==> src/rtl/ysyx_24070014_wbu_if.sv <==
// Write-back unit bus: upstream entry handshake, commit handshake, GPR read ports and retire count.
// Latency: none (wires only). Slave = the WBU; master = whoever drives the entries and reads the GPRs.
// Backpressure: in_ready and out_ready carry a valid/ready handshake in each direction.
interface ysyx_24070014_wbu_if #(
    parameter int DATA_LEN = 32
);
    logic                in_valid;
    logic                in_ready;
    logic                in_wen;
    logic [4:0]          in_rd;
    logic [DATA_LEN-1:0] in_data;
    logic                out_valid;
    logic                out_ready;
    logic [4:0]          rs1_addr;
    logic [4:0]          rs2_addr;
    logic [DATA_LEN-1:0] rs1_data;
    logic [DATA_LEN-1:0] rs2_data;
    logic [31:0]         retire_cnt;

    modport slave (
        input  in_valid, in_wen, in_rd, in_data, out_ready, rs1_addr, rs2_addr,
        output in_ready, out_valid, rs1_data, rs2_data, retire_cnt
    );

    modport master (
        output in_valid, in_wen, in_rd, in_data, out_ready, rs1_addr, rs2_addr,
        input  in_ready, out_valid, rs1_data, rs2_data, retire_cnt
    );
endinterface

==> src/rtl/ysyx_24070014_wbu.sv <==
// Write-back unit: one-entry holding buffer in front of the GPR file, with commit counting.
// Latency: an accepted entry is held one cycle minimum, and its write lands on the commit edge; reads are combinational and bypass the held entry.
// Backpressure: in_ready = !full || out_ready, so a full buffer stalls upstream until the commit side drains it.
// Ports: clk, rst_n (async active-low); bus (slave modport) carries in_*, out_*, rs1/rs2 read ports and retire_cnt.
module ysyx_24070014_wbu #(
    parameter int DATA_LEN = 32,
    parameter int NR_REG   = 32
) (
    input  logic                  clk,
    input  logic                  rst_n,
    ysyx_24070014_wbu_if.slave    bus
);
    typedef enum logic {
        S_EMPTY = 1'b0,
        S_FULL  = 1'b1
    } state_e;

    typedef struct packed {
        logic                wen;
        logic [4:0]          rd;
        logic [DATA_LEN-1:0] data;
    } entry_t;

    state_e              state_q, state_d;
    entry_t              ent_q, ent_d;
    logic [31:0]         retire_cnt_q, retire_cnt_d;
    logic [DATA_LEN-1:0] regs_q [NR_REG];
    logic [DATA_LEN-1:0] regs_d [NR_REG];

    logic                full;
    logic                in_ready;
    logic                accept;
    logic                commit;
    logic                wr_en;
    logic                byp_ok;
    logic [DATA_LEN-1:0] rs1_data;
    logic [DATA_LEN-1:0] rs2_data;

    assign full     = (state_q == S_FULL);
    assign in_ready = !full || bus.out_ready;
    assign accept   = bus.in_valid && in_ready;
    assign commit   = full && bus.out_ready;
    // Index 0 is excluded here; out-of-range indices simply match no register below.
    assign wr_en    = commit && ent_q.wen && (ent_q.rd != 5'd0);

    // Bypass only entries that will actually land in an existing register.
    assign byp_ok   = full && ent_q.wen && (ent_q.rd != 5'd0) && (int'(ent_q.rd) < NR_REG);

    always_comb begin
        state_d      = state_q;
        ent_d        = ent_q;
        retire_cnt_d = retire_cnt_q;
        unique case (state_q)
            S_EMPTY: if (accept) state_d = S_FULL;
            S_FULL:  if (commit && !accept) state_d = S_EMPTY;
            default: state_d = S_EMPTY;
        endcase
        if (accept) begin
            ent_d.wen  = bus.in_wen;
            ent_d.rd   = bus.in_rd;
            ent_d.data = bus.in_data;
        end
        if (commit) begin
            retire_cnt_d = retire_cnt_q + 32'd1;
        end
    end

    always_comb begin
        for (int i = 0; i < NR_REG; i++) begin
            regs_d[i] = regs_q[i];
        end
        if (wr_en) begin
            for (int i = 1; i < NR_REG; i++) begin
                if (5'(i) == ent_q.rd) regs_d[i] = ent_q.data;
            end
        end
    end

    // Register 0 and addresses beyond NR_REG never match the loop, so they read 0.
    always_comb begin
        rs1_data = '0;
        rs2_data = '0;
        for (int i = 1; i < NR_REG; i++) begin
            if (5'(i) == bus.rs1_addr) rs1_data = regs_q[i];
            if (5'(i) == bus.rs2_addr) rs2_data = regs_q[i];
        end
        if (byp_ok && (ent_q.rd == bus.rs1_addr)) rs1_data = ent_q.data;
        if (byp_ok && (ent_q.rd == bus.rs2_addr)) rs2_data = ent_q.data;
    end

    always_ff @(posedge clk or negedge rst_n) begin
        if (!rst_n) begin
            state_q      <= S_EMPTY;
            ent_q        <= '0;
            retire_cnt_q <= '0;
            for (int i = 0; i < NR_REG; i++) begin
                regs_q[i] <= '0;
            end
        end else begin
            state_q      <= state_d;
            ent_q        <= ent_d;
            retire_cnt_q <= retire_cnt_d;
            for (int i = 0; i < NR_REG; i++) begin
                regs_q[i] <= regs_d[i];
            end
        end
    end

    assign bus.in_ready   = in_ready;
    assign bus.out_valid  = full;
    assign bus.rs1_data   = rs1_data;
    assign bus.rs2_data   = rs2_data;
    assign bus.retire_cnt = retire_cnt_q;
endmodule

==> src/flat_wrapper.sv <==
// flat-port wrapper written by rule: the top's interface ports become plain ports
module ysyx_24070014_wbu_flat 
#(
    parameter int DATA_LEN = 32,
    parameter int NR_REG   = 32
)
  (clk, rst_n, bus_in_valid, bus_in_wen, bus_in_rd, bus_in_data, bus_out_ready, bus_rs1_addr, bus_rs2_addr, bus_in_ready, bus_out_valid, bus_rs1_data, bus_rs2_data, bus_retire_cnt);
  ysyx_24070014_wbu_if #(.DATA_LEN(DATA_LEN)) bus_i ();
  input  logic clk;
  input  logic rst_n;
  input wire logic [$bits(bus_i.in_valid)-1:0] bus_in_valid;
  input wire logic [$bits(bus_i.in_wen)-1:0] bus_in_wen;
  input wire logic [$bits(bus_i.in_rd)-1:0] bus_in_rd;
  input wire logic [$bits(bus_i.in_data)-1:0] bus_in_data;
  input wire logic [$bits(bus_i.out_ready)-1:0] bus_out_ready;
  input wire logic [$bits(bus_i.rs1_addr)-1:0] bus_rs1_addr;
  input wire logic [$bits(bus_i.rs2_addr)-1:0] bus_rs2_addr;
  output wire logic [$bits(bus_i.in_ready)-1:0] bus_in_ready;
  output wire logic [$bits(bus_i.out_valid)-1:0] bus_out_valid;
  output wire logic [$bits(bus_i.rs1_data)-1:0] bus_rs1_data;
  output wire logic [$bits(bus_i.rs2_data)-1:0] bus_rs2_data;
  output wire logic [$bits(bus_i.retire_cnt)-1:0] bus_retire_cnt;
  assign bus_i.in_valid = bus_in_valid;
  assign bus_i.in_wen = bus_in_wen;
  assign bus_i.in_rd = bus_in_rd;
  assign bus_i.in_data = bus_in_data;
  assign bus_i.out_ready = bus_out_ready;
  assign bus_i.rs1_addr = bus_rs1_addr;
  assign bus_i.rs2_addr = bus_rs2_addr;
  assign bus_in_ready = bus_i.in_ready;
  assign bus_out_valid = bus_i.out_valid;
  assign bus_rs1_data = bus_i.rs1_data;
  assign bus_rs2_data = bus_i.rs2_data;
  assign bus_retire_cnt = bus_i.retire_cnt;
  ysyx_24070014_wbu #(.DATA_LEN(DATA_LEN), .NR_REG(NR_REG)) u_core (.clk(clk), .rst_n(rst_n), .bus(bus_i));
endmodule
==> config.mk <==
export PLATFORM = sky130hd
export DESIGN_NAME = ysyx_24070014_wbu_flat
export DESIGN_NICKNAME = d
export VERILOG_FILES = /design/src/rtl/ysyx_24070014_wbu_if.sv /design/src/rtl/ysyx_24070014_wbu.sv /design/src/flat_wrapper.sv
export SDC_FILE = /design/constraint.sdc
export NUM_CORES = 2
export LEC_CHECK = 0
export BUFFER_PORTS_ARGS = -buffer_cell sky130_fd_sc_hd__buf_2
export CAP_MARGIN = 30
export CORE_UTILIZATION = 45
export CTS_BUF_LIST = sky130_fd_sc_hd__clkbuf_4 sky130_fd_sc_hd__clkbuf_8 sky130_fd_sc_hd__clkbuf_16
export CTS_CLUSTER_DIAMETER = 200
export DETAILED_ROUTE_END_ITERATION = 12
export MAX_ROUTING_LAYER = met4
export PLACE_DENSITY = 0.66
export SYNTH_ARGS = -nofsm -noshare
export SYNTH_HDL_FRONTEND = slang
export SYNTH_SLANG_ARGS = --single-unit
==> constraint.sdc <==
create_clock -name clk -period 9.3 [get_ports clk]
set_input_delay 1.86 -clock clk [delete_from_list [all_inputs] [get_ports clk]]
set_output_delay 1.86 -clock clk [all_outputs]
set_load 0.1 [all_outputs]
==> key figures <==
Outcome
  – Outcome: finished clean

Clock network
  – Register clock-pin slew on the reported worst setup and hold paths: ~0.060 ns
  – CTS max path bufs: 3
  – H-tree levels: 3
  – CTS tree: yes
  – Cts bufs inserted: between 100 and 150
  – Clk sink count: approximately 1100
  – Hold_buf cts: 0
  – CTS root buf: clkbuf_16
  – Clk Latency, worst-skew pair: around 0.80 ns
  – Setup Fix Bufs, Post-CTS: 0
  – Post-CTS Resized: 0

Route
  – DR iter-0 viols: between 9000 and 10000
  – Via density per instance: slightly above 7
  – Post-route DRC: 0
  – Routed WL per cell: roughly 38 µm
  – Routed WL: 281000 µm
  – Post-route ant nets: 0
  – Drt first pass iters: 9
  – Vias: between 50000 and 60000

Logic synthesis
  – Yosys warnings: 0
  – Seq cells post-synth: 1063
  – Cells after synthesis: around 5600
  – Primary FF master, synth: dfrtp_1
  – EDFF count, synth: 0
  – Top cell type's share of synthesized area: between 40% and 50%
  – Avg Cell Area, Syn: 10.5 µm²
  – Async SR Flop Fraction: 100%
  – Post-synthesis sequential area ratio: a little under half
  – Top cells by area, synth: dfrtp_1, mux2_2, o21ai_0
  – Synth cell types: 90
  – Cell taking the most area after synthesis: dfrtp_1
  – Mapped Area: between 0.05 and 0.06 mm²
  – Net Count, Synth: around 5600

Worst setup path
  – Worst-path maximum fanout: between 60 and 70
  – Setup Crit Path Kind: in -> out
  – Critical path cell sequence: clkbuf_8, or2_2, nor2_2, buf_4, buf_4, o221ai_1, a222oi_1, o31ai_1, a2111o_1, a31oi_1, buf_4, buf_2
  – Reg2Reg Capture Point: u_core.regs_q[809]
  – Worst path required time: 7.44 ns
  – WP data arrival: just under 7 ns
  – CP Capture Type: primary output
  – Top delay family on crit path: compound AO/OA/AOI/OAI gates
  – RR Startpoint: u_core.ent_q[34]
  – Worst path max stage delay: approximately 0.75 ns
  – Cell mode on critical path: buf_4
  – Worst R2R Setup Slack: 6.10 ns
  – CP Buf/Inv Count: 5
  – CP max-delay cell: nor2_2
  – R2R depth: 4
  – Worst Setup Start Kind: input pin

Finish
  – Finished Core Util: about half
  – Layout cell share with drive strength beyond 1: approximately a third
  – Layout Nets: 5634
  – Fillers: 11650
  – Fin area: approximately 0.066 mm²
  – Area grow syn2layout: 12.9%

Power and ir drop
  – Seq pwr share: around 45%
  – PnR Total Power: 15.3 mW
  – Sw frac: between 30% and 40%
  – Worst VDD drop: approximately 0.23 mV
  – Psw: 5.36 mW
  – Pleak: about 29 nW
  – Comb pwr share: between 20% and 30%
  – Power Dens Cells: about 230 mW/mm²
  – Power share of the clock group: about 33%
  – Cell-internal power: 9.90 mW

Floorplanning
  – Top Ports: 150
  – Die area: 0.131 mm²
  – Core area: ~0.13 mm²
  – Initial Util: roughly 46%
  – Std-Cell Rows: between 100 and 150
  – Die H: 362 µm
  – Die W: about 360 µm

Hold path
  – Cells on Worst Hold Path: 1
  – Hold path start: u_core.bus.retire_cnt[31]
  – Hold endpoint: u_core.bus.retire_cnt[31]
  – Hold Path Class: reg -> reg

Timing
  – Final worst path period need: slightly below 9 ns
  – Fin. max-slew vios: 0
  – Endpoints failing hold: 0
  – Skew final: 0.0671 ns
  – Worst slew pin tran: 1.21 ns
  – RSZ-0062 raised after global routing: no
  – Post-route setup slack: 0.498 ns
  – TNS Setup: 0 ns
  – Max_slew headroom: 19.5%
  – Fmax: 114 MHz
  – Final Setup Violations: 0
  – Tcrit/Tclk final: a little over nine tenths

Global routing
  – Initial antenna violation count: 30
  – Vias in the first global route: ~50000
  – Largest net degree at the start of global routing: between 150 and 200
  – Overall routing resource usage: 43.4%
  – GRT overflow: 0
  – First-pass GRT wire length: around 400000 µm

Place
  – Gp weighted congestion: approximately 1.1
  – # port buffers: ~150
  – HPWL Detailed: about 200000 µm
  – Pre-CTS setup slack: 0.914 ns
  – Post-placement cell area: 0.0616 mm²

Flow run
  – Max Cap Viol: 0
logic make-up after synthesis:
logic type / Yosys count / synth area share, %
xor gates and xnor gates: 42 / 0.630
adders and majority gates: 1 / 0.0214
and+or+nand+nor: 994 / 8.00
muxes: 1151 / 22.1
DFF: 1063 / 45.6
buffers and inverters: 576 / 4.28
AOI/OAI and AO/OA: 1735 / 19.3
registers in the layout (all words and copies together), names as in the netlist:
name,flops
u_core.regs_q,992
u_core.ent_q,38
u_core.bus.retire_cnt,32
u_core.bus.out_valid,1
cells in the final DEF (no fill, tap or decap), types with 24 or more instances in the layout:
cell	synthesis	final
a211oi_1	41	41
a21oi_1	352	352
a221oi_1	61	61
a222oi_1	33	33
a22o_1	32	32
a22oi_1	110	110
a31oi_1	54	54
buf_2	164	145
buf_4	11	280
clkbuf_16	0	117
clkbuf_4	0	29
clkbuf_8	0	24
clkinv_2	0	27
dfrtp_1	1063	1063
diode_2	0	31
mux2_2	1050	1050
mux2i_1	92	92
nand2_1	324	323
nand3_1	67	66
nor2_1	325	289
nor2_4	0	28
nor2b_1	31	27
nor3_1	61	60
o2111ai_1	28	28
o211ai_1	40	40
o21a_1	25	25
o21ai_0	417	417
o21ai_1	32	32
o221ai_1	48	48
o22ai_1	225	225
final cells by class:
class	instances	area (µm²)	area share [%]
multi-input cells	3923	29600	44.8
flip-flops and latches	1063	26600	40.4
clock buffers	169	3460	5.25
repair buffers	448	3240	4.92
well taps	1729	2160	3.28
clock inverters	53	694	1.05
inverters	28	105	0.159
diodes	31	77.6	0.118
synthesized netlist by cell type, types with 48 or more instances:
library cell,number
a21oi_1,352
a221oi_1,61
a22oi_1,110
a31oi_1,54
buf_2,164
clkbuf_1,337
dfrtp_1,1063
mux2_2,1050
mux2i_1,92
nand2_1,324
nand3_1,67
nor2_1,325
nor3_1,61
o21ai_0,417
o221ai_1,48
o22ai_1,225
worst max path at each step:
| stage | startpoint | to | slack, ns | cells past startpoint |
|---|---|---|---|---|
| 2_1_floorplan | bus_rs2_addr[1] | bus_rs2_data[24] | 1.98 | 8 |
| 3_3_place_gp | bus_rs1_addr[4] | bus_rs1_data[9] | 0.79 | 12 |
| 3_5_place_dp | bus_rs2_addr[0] | bus_rs2_data[9] | 0.91 | 12 |
| 4_1_cts | bus_rs2_addr[0] | bus_rs2_data[9] | 0.91 | 12 |
| 5_1_grt | bus_rs2_addr[0] | bus_rs2_data[9] | 0.85 | 12 |
| 6_report | bus_rs2_addr[0] | bus_rs2_data[9] | 0.50 | 12 |
power groups by stage:
stage	Combinational, mW	Sequential (mW)	Clock, mW
final	3.43	6.81	5.01
after detailed placement	3.32	6.81	0
after global routing	3.56	6.88	5.23
after CTS	3.33	6.73	5.04
after global placement	3.25	6.78	0
after floorplan	2.19	6.42	0
through the flow:
stage | hold slack [ns] | std cells
floorplan | 0.466 | 5562
global placement | 0.456 | 7179
detailed placement | 0.474 | 7188
CTS | 0.483 | 7410
global route | 0.498 | 7440
finish | 0.481 | 7444
worst reg2reg max path: cells and delay by family, from the launching register on:
family / cells / cell delay (ns)
flip-flops: 1 / 0.76
AND/OR/NAND/NOR: 2 / 1.41
buffers and inverters: 1 / 0.47
multiplexers: 1 / 0.41
layer usage:
layer,global-route usage [%],routed length (µm),vias to the layer above
li1,-,-,20990
met1,56.6,110000,27009
met2,59.6,116000,4259
met3,15.8,39200,896
met4,20.0,16300,0
met5,-,0,-
Power figures use the tool's default switching activity.
